## src/rtl/usr_pkg.sv

```systemverilog
// ----------------------------------------------------------------------------
// usr_pkg
//
// Shared definitions for the universal shift register:
//   mode_e         - 3-bit operation select, encodings match the `mode` port
//   state_e        - burst controller state
//   is_shift_mode  - true for the operations a burst may repeat (SHL..ASR)
// ----------------------------------------------------------------------------
package usr_pkg;

   typedef enum logic [2:0] {
      MODE_HOLD = 3'd0,
      MODE_LOAD = 3'd1,
      MODE_SHL  = 3'd2,
      MODE_SHR  = 3'd3,
      MODE_ROL  = 3'd4,
      MODE_ROR  = 3'd5,
      MODE_ASR  = 3'd6,
      MODE_CLR  = 3'd7
   } mode_e;

   typedef enum logic {
      ST_IDLE  = 1'b0,
      ST_BURST = 1'b1
   } state_e;

   // Only the shift/rotate operations make sense repeated N times. HOLD, LOAD
   // and CLR are idempotent, so a burst of them is treated as no start at all.
   function automatic logic is_shift_mode(input mode_e m);
      return (m inside {MODE_SHL, MODE_SHR, MODE_ROL, MODE_ROR, MODE_ASR});
   endfunction

endpackage : usr_pkg

```

## src/rtl/usr_step_logic.sv

```systemverilog
// ----------------------------------------------------------------------------
// usr_step_logic
//
// Purely combinational next-value computation for one register step. The
// top level shares this single instance between the single-step path and the
// burst path by choosing which operation to present on `op`.
//
// Ports:
//   q       in   WIDTH  current register contents
//   op      in   mode_e operation to apply
//   d       in   WIDTH  parallel load data
//   sin_l   in   1      serial bit entering at the MSB on SHR
//   sin_r   in   1      serial bit entering at the LSB on SHL
//   q_next  out  WIDTH  register contents after applying `op` once
// ----------------------------------------------------------------------------
module usr_step_logic
   import usr_pkg::*;
#(
   parameter int WIDTH = 8
) (
   input  logic [WIDTH-1:0] q,
   input  mode_e            op,
   input  logic [WIDTH-1:0] d,
   input  logic             sin_l,
   input  logic             sin_r,
   output logic [WIDTH-1:0] q_next
);

   always_comb begin
      // NOTE: q_next gets a value before the case so that no path through
      // the block leaves it unassigned, which would otherwise infer a latch.
      q_next = q;
      unique case (op)
         MODE_HOLD: q_next = q;
         MODE_LOAD: q_next = d;
         MODE_SHL:  q_next = {q[WIDTH-2:0], sin_r};
         MODE_SHR:  q_next = {sin_l, q[WIDTH-1:1]};
         MODE_ROL:  q_next = {q[WIDTH-2:0], q[WIDTH-1]};
         MODE_ROR:  q_next = {q[0], q[WIDTH-1:1]};
         // Arithmetic right shift replicates the sign bit.
         MODE_ASR:  q_next = {q[WIDTH-1], q[WIDTH-1:1]};
         MODE_CLR:  q_next = '0;
         default:   q_next = q;
      endcase
   end

endmodule : usr_step_logic

```

## src/rtl/univ_shift_reg.sv

```systemverilog
// ----------------------------------------------------------------------------
// univ_shift_reg
//
// Parametrised universal shift register with single-step operation and a
// multi-cycle burst mode.
//
// Single step: with en=1 in IDLE, `mode` is applied once at the next edge.
// Burst: with start=1 in IDLE and a shift/rotate mode, the mode and count are
// latched and the operation is applied once per edge for `count` edges while
// busy=1. done pulses for one cycle after the last step. A start with count=0
// completes immediately (no shift, done pulses next cycle). A start with a
// non-shift mode is not a start; en is then evaluated as usual.
//
// Ports:
//   clk     in   1      rising-edge clock
//   rst     in   1      asynchronous active-high reset
//   en      in   1      single-step enable
//   mode    in   3      operation select (see usr_pkg::mode_e)
//   d       in   WIDTH  parallel load data
//   sin_l   in   1      serial input entering at MSB (SHR)
//   sin_r   in   1      serial input entering at LSB (SHL)
//   start   in   1      begin a burst of `count` steps of `mode`
//   count   in   CNT_W  burst length in steps
//   q       out  WIDTH  register contents
//   sout_l  out  1      q[WIDTH-1]
//   sout_r  out  1      q[0]
//   busy    out  1      burst in progress
//   done    out  1      one-cycle pulse after the final burst step
// ----------------------------------------------------------------------------
module univ_shift_reg
   import usr_pkg::*;
#(
   parameter int WIDTH = 8,
   parameter int CNT_W = 4
) (
   input  logic             clk,
   input  logic             rst,
   input  logic             en,
   input  logic [2:0]       mode,
   input  logic [WIDTH-1:0] d,
   input  logic             sin_l,
   input  logic             sin_r,
   input  logic             start,
   input  logic [CNT_W-1:0] count,
   output logic [WIDTH-1:0] q,
   output logic             sout_l,
   output logic             sout_r,
   output logic             busy,
   output logic             done
);

   state_e           state_q, state_d;
   logic [CNT_W-1:0] remaining_q, remaining_d;
   mode_e            op_q, op_d;
   logic [WIDTH-1:0] q_q, q_d;
   logic             done_q, done_d;

   mode_e            mode_in;
   mode_e            step_op;
   logic [WIDTH-1:0] q_next;
   logic             start_ok;

   assign mode_in = mode_e'(mode);

   // A start is only a start when the requested operation is a shift/rotate.
   assign start_ok = start && is_shift_mode(mode_in);

   // The step logic is shared: during a burst it executes the latched op,
   // otherwise it executes whatever is on the mode port. Selecting here, in
   // its own statement, keeps the next-state block free of a path from its
   // own output back to its input.
   assign step_op = (state_q == ST_BURST) ? op_q : mode_in;

   usr_step_logic #(
      .WIDTH (WIDTH)
   ) u_step (
      .q      (q_q),
      .op     (step_op),
      .d      (d),
      .sin_l  (sin_l),
      .sin_r  (sin_r),
      .q_next (q_next)
   );

   // -------------------------------------------------------------------------
   // Next-state / datapath control
   // -------------------------------------------------------------------------
   always_comb begin
      state_d     = state_q;
      remaining_d = remaining_q;
      op_d        = op_q;
      q_d         = q_q;
      done_d      = 1'b0;

      unique case (state_q)
         ST_IDLE: begin
            if (start_ok) begin
               // Accepting a start never moves q on the accepting edge; the
               // first shift happens on the following edge.
               if (count != '0) begin
                  state_d     = ST_BURST;
                  remaining_d = count;
                  op_d        = mode_in;
               end else begin
                  done_d = 1'b1;
               end
            end else if (en) begin
               q_d = q_next;
            end
         end

         ST_BURST: begin
            // en, start, mode and count are deliberately not looked at here.
            q_d         = q_next;
            remaining_d = remaining_q - CNT_W'(1);
            if (remaining_q == CNT_W'(1)) begin
               state_d = ST_IDLE;
               op_d    = MODE_HOLD;
               done_d  = 1'b1;
            end
         end

         default: begin
            state_d = ST_IDLE;
         end
      endcase
   end

   // -------------------------------------------------------------------------
   // State registers
   // -------------------------------------------------------------------------
   // NOTE: sequential state is written with non-blocking assignments so every
   // flop samples the pre-edge values regardless of statement order.
   always_ff @(posedge clk or posedge rst) begin
      if (rst) begin
         state_q     <= ST_IDLE;
         remaining_q <= '0;
         op_q        <= MODE_HOLD;
         q_q         <= '0;
         done_q      <= 1'b0;
      end else begin
         state_q     <= state_d;
         remaining_q <= remaining_d;
         op_q        <= op_d;
         q_q         <= q_d;
         done_q      <= done_d;
      end
   end

   // -------------------------------------------------------------------------
   // Outputs
   // -------------------------------------------------------------------------
   assign q      = q_q;
   assign sout_l = q_q[WIDTH-1];
   assign sout_r = q_q[0];
   assign busy   = (state_q == ST_BURST);
   assign done   = done_q;

endmodule : univ_shift_reg

```

## config.mk

```make
export PLATFORM = sky130hd
export DESIGN_NAME = univ_shift_reg
export DESIGN_NICKNAME = d
export VERILOG_FILES = /design/src/rtl/usr_pkg.sv /design/src/rtl/usr_step_logic.sv /design/src/rtl/univ_shift_reg.sv
export SDC_FILE = /design/constraint.sdc
export NUM_CORES = 1
export LEC_CHECK = 0
export ABC_AREA = 1
export BUFFER_PORTS_ARGS = -buffer_cell sky130_fd_sc_hd__buf_2
export CAP_MARGIN = 10
export CORE_MARGIN = 2
export CORE_UTILIZATION = 60
export CTS_BUF_LIST = sky130_fd_sc_hd__clkbuf_4 sky130_fd_sc_hd__clkbuf_8
export DETAILED_ROUTE_END_ITERATION = 8
export GPL_ROUTABILITY_DRIVEN = 0
export HOLD_SLACK_MARGIN = 0.02
export PLACE_DENSITY = 0.87
export SETUP_SLACK_MARGIN = 0.4
export SLEW_MARGIN = 20
export SYNTH_ARGS = -nofsm -noshare
export SYNTH_HDL_FRONTEND = slang
export SYNTH_HIERARCHICAL = 1
export SYNTH_SLANG_ARGS = --single-unit
```

## constraint.sdc

```tcl
create_clock -name clk -period 2.93 [get_ports clk]
set_input_delay 0.586 -clock clk [delete_from_list [all_inputs] [get_ports clk]]
set_output_delay 0.586 -clock clk [all_outputs]
set_load 0.02 [all_outputs]
```

==> qor.yml, run 1 <==
postCtsSetupBuffers: 0
status: "completed"
cts_tree: "built"
drt-initial-drc-count: 72
cts_resized: 0
critPathMaxFanout: 20
pin_count: 33
leakagePower_nw: 0.958
synthFlopType: "dfrtp_1"
ir_drop_mv: 0.691
cp-start-kind: "flip-flop"
synth_area_um2: 1530
tightest_slew_ns: 0.676
hold_path.class: "in -> async"
synth_edf_count: 0
core_area_um2: 2450
criticalPathCategory: "reg -> reg"
drive_above_1_share_pct: 20.1
yosys_warnings: 6
rows: 18
cap_violations: 0
syn_nets: 269
clock_sinks: 17
viasPerCell: 5.36
vias: 1630
cellPowerDensity_nw_per_um2: 1030
hpwl_um: 2570
fmax_ghz: 0.444
area_delta_synth_final_pct: 10.2
cp_slowest_cell: "dfrtp_1"
start_util_pct: 62.5
async_reset_ff_share_pct: 100
wl_per_cell_um: 11.4
post-place-cells: 300
slew_violations: 0
synth.area.top_cells: "dfrtp_1 (28%), nand2_1 (21%), nor2_1 (9.1%), nand4_1 (9.0%), nand3_1 (8.2%)"
final_antenna_net_count: 0
final_hold_viol_count: 0
cp_cell_sequence: "inv_1 -> nand2_1 -> nand2_1 -> buf_4 -> inv_1 -> nand3_4 -> nor2_1 -> nor2_1 -> nand3_1 -> nand2_1 -> nand2_1"
yosysTopAreaCell: "dfrtp_1"
avgSynthCellArea_um2: 6.24
rr_worst_depth: 11
die_y_um: 54.6
dr.pass1.iters: 4
finalCriticalPeriod_ns: 2.25
die-area_um2: 2980
ys_types: 21
cts_root_buf: "clkbuf_4"
postCtsHoldBufs: 0
nets: 298
cp.required_ns: 3.17
cp-end-kind: "flip-flop"
setup_viol: 0
antenna_found_initial: 0
whs_ns: 0.364
final.setup.worst_slack_ns: 0.675
yosys-top-cells-count: "nand2_1 (85), nor2_1 (37), nand3_1 (25)"
min_period_over_period_pct: 77.0
post-route-util_pct: 68.9
synthCells: 246
rsz0062_at_grt: "false"
track_usage_pct: 26.1
h-tree-depth: 1
cts_buffers: 3
drc: 0
grt_pass1_vias: 1332
relSlewSlack_pct: 54.9
setup_tns_ns: 0
antenna_cells: 0
post-synth-top-count-cell: "nand2_1"
grt_pass1_wl_um: 5600
synth_top_area_share_pct: 27.7
synth-seq-area-share_pct: 27.7
drt_wl_total_um: 3470
overflow: 0
clock_skew_ns: 0.00845
final_cells: 304
cp_common_cell: "nand2_1"
ys_ff_latch: 17
cp.arrival_ns: 2.49
dp_slack_ns: 0.745
insertion_delay_ns: 0.30
clock_path_buffers: 2
grt_max_degree: 21
die_w_um: 54.6
clk_pin_slew_worst_paths_ns: 0.11
slowest_delay_ns: 0.64
portBuffers: 32
==> registers in the layout, summed over array words and instances, names as in the netlist <==
signal	count
busy	1
done	1
op_q	3
q	8
remaining_q	4
==> through the flow <==
stage	instance area [um2]	total power, mW
final	1690	1.73
after global routing	1690	1.91
after CTS	1690	1.73
after detailed placement	1660	1.60
after global placement	1660	1.58
after floorplan	1530	1.41
==> layer usage <==
metal	up-vias	part of all wire, %	track usage (%)	wire (um)
met5	-	0	0	0
met4	0	1.5	12.9	53
met3	6	5.7	3.28	198
met2	56	46	45.0	1600
met1	716	47	31.7	1630
li1	852	-	-	-
==> layout by cell type, fill, tap and decap left out, drive strengths merged <==
cell type  instances
a21oi              1
buf               35
clkbuf             3
clkinv             1
dfrtp             17
ha                 2
inv               26
nand2             88
nand3             29
nand4             22
nor2              39
o21a               1
o21ai              8
o21bai             1
or2                1
==> logic make-up after synthesis <==
| group | share of synthesized area [%] |
|---|---|
| and+or+nand+nor | 53.7 |
| DFF | 27.7 |
| adders and majority gates | 1.63 |
| AOI/OAI and AO/OA | 4.65 |
| buffers and inverters | 12.3 |
==> final timing paths <==
check                             start      end  slack [ns]
worst max-delay path               busy     q[2]        0.68
worst min-delay path                rst     q[0]        0.36
worst min register to register  op_q[1]  op_q[1]        0.49
worst max register to register     busy     q[2]        0.68
min in group clk                op_q[1]  op_q[1]        0.49
max in group asynchronous           rst     q[2]        2.13
==> report_power, final <==
group          total [mW]  switching (mW)  internal (mW)  leakage (nW)
registers           0.487           0.146          0.341         0.216
logic                1.12           0.753          0.367         0.724
clock network       0.128          0.0773         0.0509        0.0177
total                1.73           0.976          0.759         0.958
==> final cells by class <==
class,instances,area (um2)
inverters,26,97.6
fillers,239,764
clock inverters,1,5.00
multi-input cells,192,920
repair buffers,35,183
clock buffers,3,22.5
well taps,30,37.5
flip-flops and latches,17,425
==> worst max-delay path: cells and delay by family (launching register included) <==
family,cells,cell delay [ns]
buf+inv,3,0.80
simple gates,8,0.75
flops,1,0.64
No activity file was read; power rests on OpenSTA's default activity.
==> inputs of run 2 (changes only) <==
--- a/config.mk
+++ b/config.mk
@@ -9,12 +9,12 @@
 export BUFFER_PORTS_ARGS = -buffer_cell sky130_fd_sc_hd__buf_2
 export CAP_MARGIN = 10
 export CORE_MARGIN = 2
-export CORE_UTILIZATION = 60
+export CORE_UTILIZATION = 51
 export CTS_BUF_LIST = sky130_fd_sc_hd__clkbuf_4 sky130_fd_sc_hd__clkbuf_8
 export DETAILED_ROUTE_END_ITERATION = 8
 export GPL_ROUTABILITY_DRIVEN = 0
 export HOLD_SLACK_MARGIN = 0.02
-export PLACE_DENSITY = 0.87
+export PLACE_DENSITY = 0.78
 export SETUP_SLACK_MARGIN = 0.4
 export SLEW_MARGIN = 20
 export SYNTH_ARGS = -nofsm -noshare
==> constraint.sdc (replaced) <==
create_clock -name clk -period 1.9 [get_ports clk]
set_input_delay 0.38 -clock clk [delete_from_list [all_inputs] [get_ports clk]]
set_output_delay 0.38 -clock clk [all_outputs]
set_load 0.02 [all_outputs]
==> qor.yml, run 2 (synthesis gave the netlist of run 1 again) <==
setup_viol: 0  # unchanged
grt_pass1_wl_um: 6550  # was 5600 um
wl_per_cell_um: 11.8  # was 11.4 um
cap_violations: 0  # unchanged
setup_tns_ns: 0  # unchanged
clk_pin_slew_worst_paths_ns: 0.12  # was 0.11 ns
final_hold_viol_count: 0  # unchanged
final_common_cell: "nand2_1"  # unchanged
leakagePower_nw: 1.01  # was 0.958 nW
reg2reg_slack_ns: 0.35  # was 0.68 ns
area_delta_synth_final_pct: 19.6  # was 10.2%
rows: 19  # was 18
slew_violations: 0  # unchanged
die_y_um: 58.8  # was 54.6 um
portBuffers: 32  # unchanged
largest_reg_flops: 8  # unchanged
violations: "design-rule violations"
fmax_ghz: 0.646  # was 0.444 GHz
drive_above_1_share_pct: 25.5  # was 20.1%
drt-initial-drc-count: 131  # was 72
rsz0062_at_grt: "true"  # was false
core_area_um2: 2810  # was 2450 um2
grt_pass1_vias: 1497  # was 1332
cp-end-kind: "flip-flop"  # unchanged
final.setup.worst_slack_ns: 0.353  # was 0.675 ns
status: "finished with violations"  # was completed
antenna_cells: 0  # unchanged
drt_wl_total_um: 3690  # was 3470 um
nets: 306  # was 298
cp.required_ns: 2.12  # was 3.17 ns
vias: 1688  # was 1630
p_total_mw: 3.02  # was 1.73 mW
antenna_found_initial: 0  # unchanged
multi_input_area_um2: 942  # was 920 um2
cp-start-kind: "flip-flop"  # unchanged
hpwl_um: 2510  # was 2570 um
whs_ns: 0.152  # was 0.364 ns
die-area_um2: 3460  # was 2980 um2
layout_common_cells: "nand2_1 (83), nor2_1 (35), buf_2 (31), nand3_1 (25), nand4_1 (22)"  # was nand2_1 (85), nor2_1 (37), buf_2 (32), nand3_1 (25), nand4_1 (22)
finalCriticalPeriod_ns: 1.55  # was 2.25 ns
clock_path_buffers: 2  # unchanged
critPathMaxFanout: 8  # was 20
hold_path.class: "in -> async"  # unchanged
postCtsHoldBufs: 0  # unchanged
final.fill_count: 272  # was 239
pin_count: 33  # unchanged
die_w_um: 58.8  # was 54.6 um
cts_root_buf: "clkbuf_4"  # unchanged
seqCellArea_um2: 427  # was 425 um2
insertion_delay_ns: 0.31  # was 0.30 ns
track_usage_pct: 24.4  # was 26.1%
dp_slack_ns: 0.276  # was 0.745 ns
clock_sinks: 17  # unchanged
clock_skew_ns: 0.00899  # was 0.00845 ns
cts_buffers: 3  # unchanged
criticalPathCategory: "reg -> reg"  # unchanged
h-tree-depth: 1  # unchanged
relSlewSlack_pct: 53.8  # was 54.9%
tightest_slew_ns: 0.692  # was 0.676 ns
viasPerCell: 5.39  # was 5.36
min_period_over_period_pct: 81.4  # was 77.0%
dr.pass1.iters: 6  # was 4
final_antenna_net_count: 0  # unchanged
cp.arrival_ns: 1.76  # was 2.49 ns
cellPowerDensity_nw_per_um2: 1650  # was 1030 nW/um2
cts_tree: "built"  # unchanged
overflow: 0  # unchanged
grt_max_degree: 21  # unchanged
start_util_pct: 54.7  # was 62.5%
ir_drop_mv: 0.796  # was 0.691 mV
drc: 4  # was 0
## run 2: cell types whose count changed in the layout (fill, tap and decap cells not counted), sizes merged
cell,delta
buf,+7
clkinvlp,+2
inv,-1
## run 2: final cells by class
type	instances	area share (%)
Clock buffer	3	1.23
Clock inverter	1	0.273
Inverter	26	5.66
Multi-Input combinational cell	192	51.4
Sequential cell	17	23.3
Tap cell	31	2.11
Timing Repair Buffer	42	15.7
Timing Repair inverter	1	0.409
## run 2: per-stage QoR
step / util, % / area [um2] / std cells
final: 65.4 / 1830 / 313
after global routing: 65.4 / 1830 / 313
after CTS: 63.4 / 1780 / 309
after detailed placement: 60.7 / 1700 / 302
after global placement: 60.7 / 1700 / 302
after floorplan: - / 1560 / 246
## run 2: path summary, 6_finish.rpt
check	startpoint	to	depth (start not counted)
max reg2reg	busy	q[7]	11
min in group clk	mode[1]	op_q[1]	3
min reg2reg	op_q[0]	op_q[0]	2
max in group asynchronous	rst	busy	2
max	busy	q[7]	11
min	rst	q[7]	2
## run 2: power by group
| group | switching (mW) | internal (mW) | total [mW] |
|---|---|---|---|
| combinational | 1.26 | 0.805 | 2.06 |
| clock | 0.133 | 0.0787 | 0.212 |
| sequential | 0.213 | 0.528 | 0.741 |
## run 2: critical path, cell delays in order (launching register included)
cell and delay [ns]:
dfrtp_2 0.48, inv_2 0.08, nand2_2 0.06, nand2_4 0.10, clkinvlp_4 0.18, nand3_4 0.15, buf_4 0.12, nand2_1 0.04
nand2_1 0.05, nand3_1 0.07, nand2_1 0.06, nand2_1 0.05
## run 2: per-layer routing
layer,wire [um],track usage [%],share of wire [%]
met1,1700,32.3,46
met2,1690,41.3,46
met3,226,1.98,6.1
met4,61,9.09,1.7
met5,0,0,0
## run 2: what timing repair did
action	CTS	global route
pin swaps	9	13
resized for setup	8	4
gates cloned	1	0
buffers inserted	2	4
setup endpoints to repair	8	9
